[src/rtl/ring_arbiter.sv]
// Token-ring station arbiter: passes upstream slots through, converts an
// arriving token into a grant for one of three local requesters (round-robin),
// forwards the owner's slots while it drives the ring, then re-issues the token.
module ring_arbiter #(
  parameter int MAX_HOLD = 64  // slots per grant including header; must be <= 127
) (
  input  logic        clock,
  input  logic        reset,
  input  logic [3:0]  whichCore,
  input  logic [31:0] RingIn,
  input  logic [3:0]  SlotTypeIn,
  input  logic [3:0]  SourceIn,
  output logic [31:0] RingOut,
  output logic [3:0]  SlotTypeOut,
  output logic [3:0]  SourceOut,
  input  logic [2:0]  wantsToken,
  output logic [2:0]  acquireToken,
  input  logic [2:0]  driveRing,
  input  logic [31:0] reqRingOut0,
  input  logic [31:0] reqRingOut1,
  input  logic [31:0] reqRingOut2,
  input  logic [3:0]  reqSlotTypeOut0,
  input  logic [3:0]  reqSlotTypeOut1,
  input  logic [3:0]  reqSlotTypeOut2,
  input  logic [3:0]  reqSourceOut0,
  input  logic [3:0]  reqSourceOut1,
  input  logic [3:0]  reqSourceOut2,
  output logic        collision,
  output logic        overrun
);

  localparam logic [3:0] SLOT_TOKEN = 4'd1;
  localparam logic [3:0] SLOT_NULL  = 4'd7;
  localparam logic [6:0] HOLD_LIMIT = 7'(MAX_HOLD);

  typedef enum logic {IDLE, BUSY} state_t;

  state_t      state_reg;
  logic [1:0]  owner_reg;
  logic [1:0]  rr_ptr_reg;
  logic [6:0]  hold_count_reg;

  logic [31:0] req_ring [3];
  logic [3:0]  req_type [3];
  logic [3:0]  req_src  [3];

  logic        grant_valid;
  logic [1:0]  grant_idx;
  logic [1:0]  cand1;
  logic [1:0]  cand2;

  // Index arithmetic modulo the three requesters.
  function automatic logic [1:0] inc3(input logic [1:0] x);
    return (x == 2'd2) ? 2'd0 : x + 2'd1;
  endfunction

  assign req_ring[0] = reqRingOut0;
  assign req_ring[1] = reqRingOut1;
  assign req_ring[2] = reqRingOut2;
  assign req_type[0] = reqSlotTypeOut0;
  assign req_type[1] = reqSlotTypeOut1;
  assign req_type[2] = reqSlotTypeOut2;
  assign req_src[0]  = reqSourceOut0;
  assign req_src[1]  = reqSourceOut1;
  assign req_src[2]  = reqSourceOut2;

  // Round-robin pick among live requesters, only when idle and a token arrives.
  always_comb begin
    cand1       = inc3(rr_ptr_reg);
    cand2       = inc3(cand1);
    grant_valid = 1'b0;
    grant_idx   = 2'd0;
    if (state_reg == IDLE && SlotTypeIn == SLOT_TOKEN) begin
      if (wantsToken[rr_ptr_reg]) begin
        grant_valid = 1'b1;
        grant_idx   = rr_ptr_reg;
      end else if (wantsToken[cand1]) begin
        grant_valid = 1'b1;
        grant_idx   = cand1;
      end else if (wantsToken[cand2]) begin
        grant_valid = 1'b1;
        grant_idx   = cand2;
      end
    end
  end

  // One-hot grant strobe; suppressed while reset is held so nobody latches a
  // grant that the state machine is about to forget.
  genvar gi;
  generate
    for (gi = 0; gi < 3; gi++) begin : g_acq
      assign acquireToken[gi] = grant_valid && !reset && (grant_idx == 2'(gi));
    end
  endgenerate

  // Arbiter state machine with registered slot output and sticky error flags.
  always_ff @(posedge clock) begin
    if (reset) begin
      state_reg      <= IDLE;
      owner_reg      <= 2'd0;
      rr_ptr_reg     <= 2'd0;
      hold_count_reg <= 7'd0;
      RingOut        <= 32'd0;
      SlotTypeOut    <= SLOT_NULL;
      SourceOut      <= 4'd0;
      collision      <= 1'b0;
      overrun        <= 1'b0;
    end else begin
      case (state_reg)
        IDLE: begin
          if (grant_valid) begin
            // Token absorbed; the winner's header goes out in its place.
            RingOut        <= req_ring[grant_idx];
            SlotTypeOut    <= req_type[grant_idx];
            SourceOut      <= req_src[grant_idx];
            hold_count_reg <= 7'd1;
            owner_reg      <= grant_idx;
            state_reg      <= BUSY;
          end else begin
            RingOut     <= RingIn;
            SlotTypeOut <= SlotTypeIn;
            SourceOut   <= SourceIn;
          end
        end
        BUSY: begin
          // Upstream traffic is dropped while we own the ring; anything that
          // was not an empty slot is lost data.
          if (SlotTypeIn != SLOT_NULL) begin
            collision <= 1'b1;
          end
          if (driveRing[owner_reg] && hold_count_reg < HOLD_LIMIT) begin
            RingOut        <= req_ring[owner_reg];
            SlotTypeOut    <= req_type[owner_reg];
            SourceOut      <= req_src[owner_reg];
            hold_count_reg <= hold_count_reg + 7'd1;
          end else begin
            // Release: emit a fresh token stamped with our ring number.
            if (driveRing[owner_reg]) begin
              overrun <= 1'b1;
            end
            RingOut        <= 32'd0;
            SlotTypeOut    <= SLOT_TOKEN;
            SourceOut      <= whichCore;
            rr_ptr_reg     <= inc3(owner_reg);
            hold_count_reg <= 7'd0;
            state_reg      <= IDLE;
          end
        end
        default: state_reg <= IDLE;
      endcase
    end
  end

endmodule

[config.mk]
export PLATFORM = sky130hd
export DESIGN_NAME = ring_arbiter
export DESIGN_NICKNAME = d
export VERILOG_FILES = /design/src/rtl/ring_arbiter.sv
export SDC_FILE = /design/constraint.sdc
export NUM_CORES = 1
export LEC_CHECK = 0
export ABC_AREA = 1
export CELL_PAD_IN_SITES_DETAIL_PLACEMENT = 1
export CELL_PAD_IN_SITES_GLOBAL_PLACEMENT = 1
export CORE_MARGIN = 10
export CORE_UTILIZATION = 25
export DETAILED_ROUTE_END_ITERATION = 6
export PLACE_DENSITY = 0.77
export SYNTH_ARGS = -nofsm -noshare
export SYNTH_HDL_FRONTEND = slang
export SYNTH_SLANG_ARGS = --single-unit
[constraint.sdc]
create_clock -name clock -period 2.7 [get_ports clock]
set_clock_uncertainty 0.1 [all_clocks]
set_input_delay 0.54 -clock clock [delete_from_list [all_inputs] [get_ports clock]]
set_output_delay 0.54 -clock clock [all_outputs]
set_load 0.05 [all_outputs]
After elaboration in Yosys (flattened, before gate mapping)
Index checks and enable logic that the tools add are counted.
- add/sub/neg operators: 4
- multipliers: 0
- div/mod/pow operators: 0
- magnitude comparators: 7
- equal/unequal tests: 8
- shift operators: 0
- multiplexer cells: 52
- bitwise operators: 4
- reductions and logical operators: 12
- operators by type and width (cell ; count):
    two-way mux 32 bit ; 6
    binary-select mux 32 bit (select 2 bit) ; 2
    case mux 32 bit (2 select lines) ; 1
    two-way mux 4 bit ; 12
    binary-select mux 4 bit (select 2 bit) ; 4
    case mux 4 bit (2 select lines) ; 2
    two-way mux 2 bit ; 7
    two-way mux 7 bit ; 2
    case mux 7 bit (2 select lines) ; 1
    less-than comparator 2 x 3 -> 1 bit, second input constant ; 4
    two-way mux 1 bit ; 10
    binary-select mux 1 bit (select 2 bit) ; 4
    == test 2 bit, second input constant ; 4
    adder 7 x 1 -> 7 bit, second input constant ; 1
    less-than comparator 7 bit, second input constant ; 1
    adder 2 x 1 -> 2 bit, second input constant ; 3
    greater-or-equal comparator 3 bit, second input constant ; 2
    logical AND 1 bit ; 6
    inverter 2 -> 3 bit ; 2
    AND reduction 2 bit ; 3
    == test 4 x 1 -> 1 bit, second input constant ; 1
    != test 4 x 3 -> 1 bit, second input constant ; 1
    AND reduction 3 bit ; 1
    == test 2 x 1 -> 1 bit, second input constant ; 1
    5 further kinds ; 6
- flip-flop bits (word level): 54
- latch bits: 0
- bits in writable memories: 0
- memory bits (read-only): 0
- bits of input ports: 172
- output and inout bits: 45
- logic and storage cells: 96
- memories: 0

Longest topological paths before layout
- depth after elaboration: 16
- mapped depth: 16
- mapped depth without buffers: 16

Worst setup path after synthesis
Ideal clock, no wire load.
- path kind: in2out
- from: input SlotTypeIn[3]
- to: output acquireToken[1]
- arrival: 2037 ps
- data required time: 2060 ps
- slack: 23 ps
- cell stages on the path: 8
- path buffers: 1
- cells stage by stage: nor2_4 nand4_2 bufinv_8 nand2_2 buf_6 nor2_4 inv_2 nor2_1
- word-level cells in the longest chain between the ends: 5
- elaborated cells between the ends (all ways): 7
- those cells by class: eq/ne (2); mux (2); reduce/logical (3)
- RTL lines (element ; line ; text):
    start: declaration ; 11 ; input logic [3:0] SlotTypeIn,
    == test 4 x 1 -> 1 bit (*) ; 73 ; if (state_reg == IDLE && SlotTypeIn == SLOT_TOKEN) begin
    logical AND 1 bit (*) ; 73 ;
    two-way mux 2 bit or two-way mux 1 bit (tied branches) ; 73 ;
    == test 2 x 1 -> 1 bit or logical AND 1 bit (tied branches) ; 92 ; assign acquireToken[gi] = grant_valid && !reset && (grant_idx == 2'(gi));
    logical AND 1 bit (*) ; 92 ;
    end: declaration ; 17 ; output logic [2:0] acquireToken,
Mark *: on every way between the ends. The rest lies on a longest branch, timed or not.

Worst setup path after layout
- from: input wantsToken[0]
- to: output acquireToken[1]
- word-level cells in the longest chain between the ends: 8
- elaborated cells between the ends (all ways): 17
- those cells by class: eq/ne (1); mux (14); reduce/logical (2)
- RTL lines (element ; line ; text):
    start: declaration ; 16 ; input logic [2:0] wantsToken,
    binary-select mux 1 bit (select 2 bit) ; 80 ; end else if (wantsToken[cand2]) begin
    two-way mux 1 bit (implied by the code) ; 80 ;
    two-way mux 2 bit or two-way mux 1 bit (tied branches) ; 80 ;
    two-way mux 2 bit or two-way mux 1 bit (tied branches) ; 77 ; end else if (wantsToken[cand1]) begin
    two-way mux 2 bit or two-way mux 1 bit (tied branches) ; 74 ; if (wantsToken[rr_ptr_reg]) begin
    two-way mux 2 bit or two-way mux 1 bit (tied branches) ; 73 ;
    == test 2 x 1 -> 1 bit or logical AND 1 bit (tied branches) ; 92 ;
    logical AND 1 bit (*) ; 92 ;
Mark *: on every way between the ends. The rest lies on a longest branch, timed or not. The select of a mux whose other input is x is not followed.

==> impl_metrics.csv <==
group,metric,value,unit
clocking,cts_root_buf,"clkbuf_16",
setup_path,cp_slowest_cell,"clkdlybuf4s50_1",
cells_and_area,nNetsFinal,1104,
global_routing,grt_pass1_wl,33.5,mm
synth,ys_seq_area_frac,0.261,
synth,synth-compound-area-share,0.170,
placement,dp_slack,-51.1,ps
cells_and_area,largest_register_ffs,32,
setup_path,endpoint_kind,"output pin",
setup_path,crit_required,2060,ps
detailed_routing,dr.pass1.iters,4,
cells_and_area,drive_gt1_frac,0.0977,
synth,synth_fa_ha_area_frac,0.00302,
die,ios,217,
power_and_ir_drop,power_frac_comb,0.355,
power_and_ir_drop,seqPwrFrac,0.359,
detailed_routing,drc,0,
synth,synth_seq_cells,54,
min_path,hold_path_class,"reg2reg",
power_and_ir_drop,p_leak,3.09,nW
sta,worst_slew_pin_slew,566,ps
setup_path,cpPeakStageDelay,520,ps
setup_path,arrival,1960,ps
detailed_routing,drt_wl_total,22.2,mm
synth,synthMuxAreaShare,0,
power_and_ir_drop,pwr-share-clk,0.286,
detailed_routing,drt_iter0_drc,182,
detailed_routing,ant_nets,0,
setup_path,path_cells,"clkdlybuf4s50_1 -> inv_1 -> nand2_1 -> nand3_1 -> nand3_1 -> nand2_2 -> nor2_4 -> inv_4 -> nor2_4 -> buf_12",
outcome,status,"finished, final reports clean",
sta,setup_viol,0,
synth,synth_xor_area_frac,0.00211,
sta,worst_slack,104,ps
die,initial_utilization,0.258,
setup_path,worstRegToRegCells,16,
setup_path,cp_num_buf_inv,4,
cells_and_area,syn_to_final_growth,67.5,%
cells_and_area,antenna_cells,0,
power_and_ir_drop,power,2.39,mW
clocking,path_clk_slew,70,ps
synth,yosysUniqueCellTypes,44,
setup_path,setup.reg_to_reg.worst_slack,460,ps
clocking,clk_path_buf_depth,2,
cells_and_area,fin_area,6940,sq um
sta,max_slew_margin,0.621,
die,die_x,149,um
detailed_routing,wl_per_cell,19.4,um
detailed_routing,via_count,5590,
clocking,cts.sinks,54,
clocking,clkLatencyLatePin,310,ps
sta,period_minus_slack,2600,ps
die,core.rowCount,46,
min_path,hold_path_end,"overrun",
global_routing,grt_pass1_vias,5908,
setup_path,rr_startpoint,"rr_ptr_reg[0]",
setup_path,critPathKind,"in2out",
setup_path,rr_endpoint,"RingOut[19]",
global_routing,antenna_found_initial,1,
min_path,min_from,"overrun",
sta,finalSetupTns,0,ps
power_and_ir_drop,cellPowerDensity,344,nW/um^2
synth,synthCells,705,
power_and_ir_drop,vdd_drop_max,0.000235,V
global_routing,grt-ovfl-total,0,
clocking,cts_buffers,5,
die,core_area,16100,sq um
sta,min_period_over_period,0.961,
setup_path,startpoint_type,"primary input",
min_path,min_path_cells,2,
synth,synth-simple-area-share,0.461,
clocking,cts_tree,"done",
sta,whs,357,ps
synth,synth_nets,878,
placement,hpwl,17.1,mm
placement,io_buffer_count,216,
die,die_y,149,um
synth,synthFlopType,"dfxtp_1",
job,drv_cap,0,
sta,drv_slew,0,
synth,synth_top_family_by_area,"simple AND/OR/NAND/NOR gates",
synth,synth_area,4140,sq um
power_and_ir_drop,p_int,1.60,mW
placement,place_congestion,0.803,
clocking,htree_levels,2,
cells_and_area,layout_common_cells,"262 x nand2_1, 209 x clkdlybuf4s50_1, 77 x nand3_1",
power_and_ir_drop,p_sw_frac,0.331,
synth,ys_warn_count,0,
synth,synth-edff-count,0,
sta,rsz0062_at_grt,"no",
power_and_ir_drop,p_switching,0.789,mW
setup_path,crit_fanout,4,
sta,finalHoldViolCount,0,
global_routing,track_usage,0.192,
synth,async_flop_share,0,
die,dieArea,22100,sq um
detailed_routing,avgViaCountPerCell,4.87,
synth,syn_area_per_cell,5.87,sq um
setup_path,cp_top_family,"buffers and inverters",
sta,max_freq,385,MHz
placement,placed_cell_area,6760,sq um
global_routing,grt_start_max_net_pins,34,
cells_and_area,final_common_cell,"nand2_1",
[tightest hold or removal path, delay by kind of cell (launching register included)]
| kind | cells | cell delay, ps |
|---|---|---|
| AO/OA/AOI/OAI | 1 | 50 |
| buffers and inverters | 1 | 50 |
| flip-flops | 1 | 320 |
[final cells by class]
cell class / count / area, sq um
Fill cell: 2077 / 9120
Inverter: 56 / 233
Multi-Input combinational cell: 560 / 2670
Sequential cell: 54 / 1080
Tap cell: 216 / 270
Clock buffer: 7 / 133
Timing Repair Buffer: 254 / 2550
[layer usage]
metal	global-route usage	share of wire	routed length [um]
met1	0.219	0.42	9400
met2	0.331	0.48	10600
met3	0.0789	0.091	2010
met4	0.0342	0.010	226
met5	0	0.00054	12
[synthesized netlist by cell type, types with 2 or more instances]
library cell  count  share of area
o221ai_1          6          0.013
a31oi_1          10          0.015
nand4_1           2         0.0030
a2bb2oi_1         2         0.0042
buf_6             5          0.014
nor2_4            4          0.011
nand2_1         263           0.24
nand2_2           7          0.011
a21oi_1          51          0.062
buf_4             4         0.0073
a21o_1            9          0.016
o211ai_1          3         0.0054
o21ai_1           8         0.0097
nor3_1            2         0.0024
o21ai_0          12          0.015
nor2_8            2         0.0097
nand3_2           2         0.0048
nor2_1           72          0.065
inv_4             2         0.0030
nand3_1          77          0.093
inv_2            10         0.0091
o22ai_1          11          0.017
nand2_4           4          0.011
inv_1            42          0.038
clkbuf_1         15          0.014
buf_2             9          0.011
dfxtp_1          54           0.26
[worst max-delay path by stage]
stage / to / slack [ps] / from / cells after the start
finish: acquireToken[1] / 100 / wantsToken[0] / 10
global route: acquireToken[1] / 5 / wantsToken[0] / 10
CTS: acquireToken[2] / -40 / SlotTypeIn[3] / 9
detailed placement: acquireToken[0] / -50 / wantsToken[1] / 11
global placement: acquireToken[0] / -20 / wantsToken[1] / 11
floorplan: acquireToken[1] / 20 / SlotTypeIn[3] / 8
[cells by family (layout without fill, tap and decap cells)]
kind of cell,after synthesis,after routing
buffers and inverters,91,317
xor gates and xnor gates,1,1
AOI/OAI and AO/OA,118,118
DFF,54,54
adders and majority gates,1,1
and+or+nand+nor,440,440
[stage by stage]
stage	utilization	cells
4_1_cts	0.429	1145
3_5_place_dp	0.421	1138
2_1_floorplan	-	705
6_report	0.432	1147
5_1_grt	0.432	1147
3_3_place_gp	0.421	1138
[what timing repair did]
item,CTS,global route
cloned,0,0
setup endpoints to repair,3,3
pin swaps,0,4
hold buffers,0,0
buffers inserted,0,2
hold endpoints to repair,0,0
gates resized for setup,1,12
[power groups by stage]
stage                     clock (mW)  sequential (mW)  combinational (mW)
after global placement             0            0.876               0.841
after CTS                      0.710            0.858               0.853
after floorplan                    0             1.02               0.239
after global routing           0.735            0.862               0.909
after detailed placement           0            0.876               0.848
final                          0.682            0.857               0.847
Note: power is estimated with default switching activity, not from simulation.
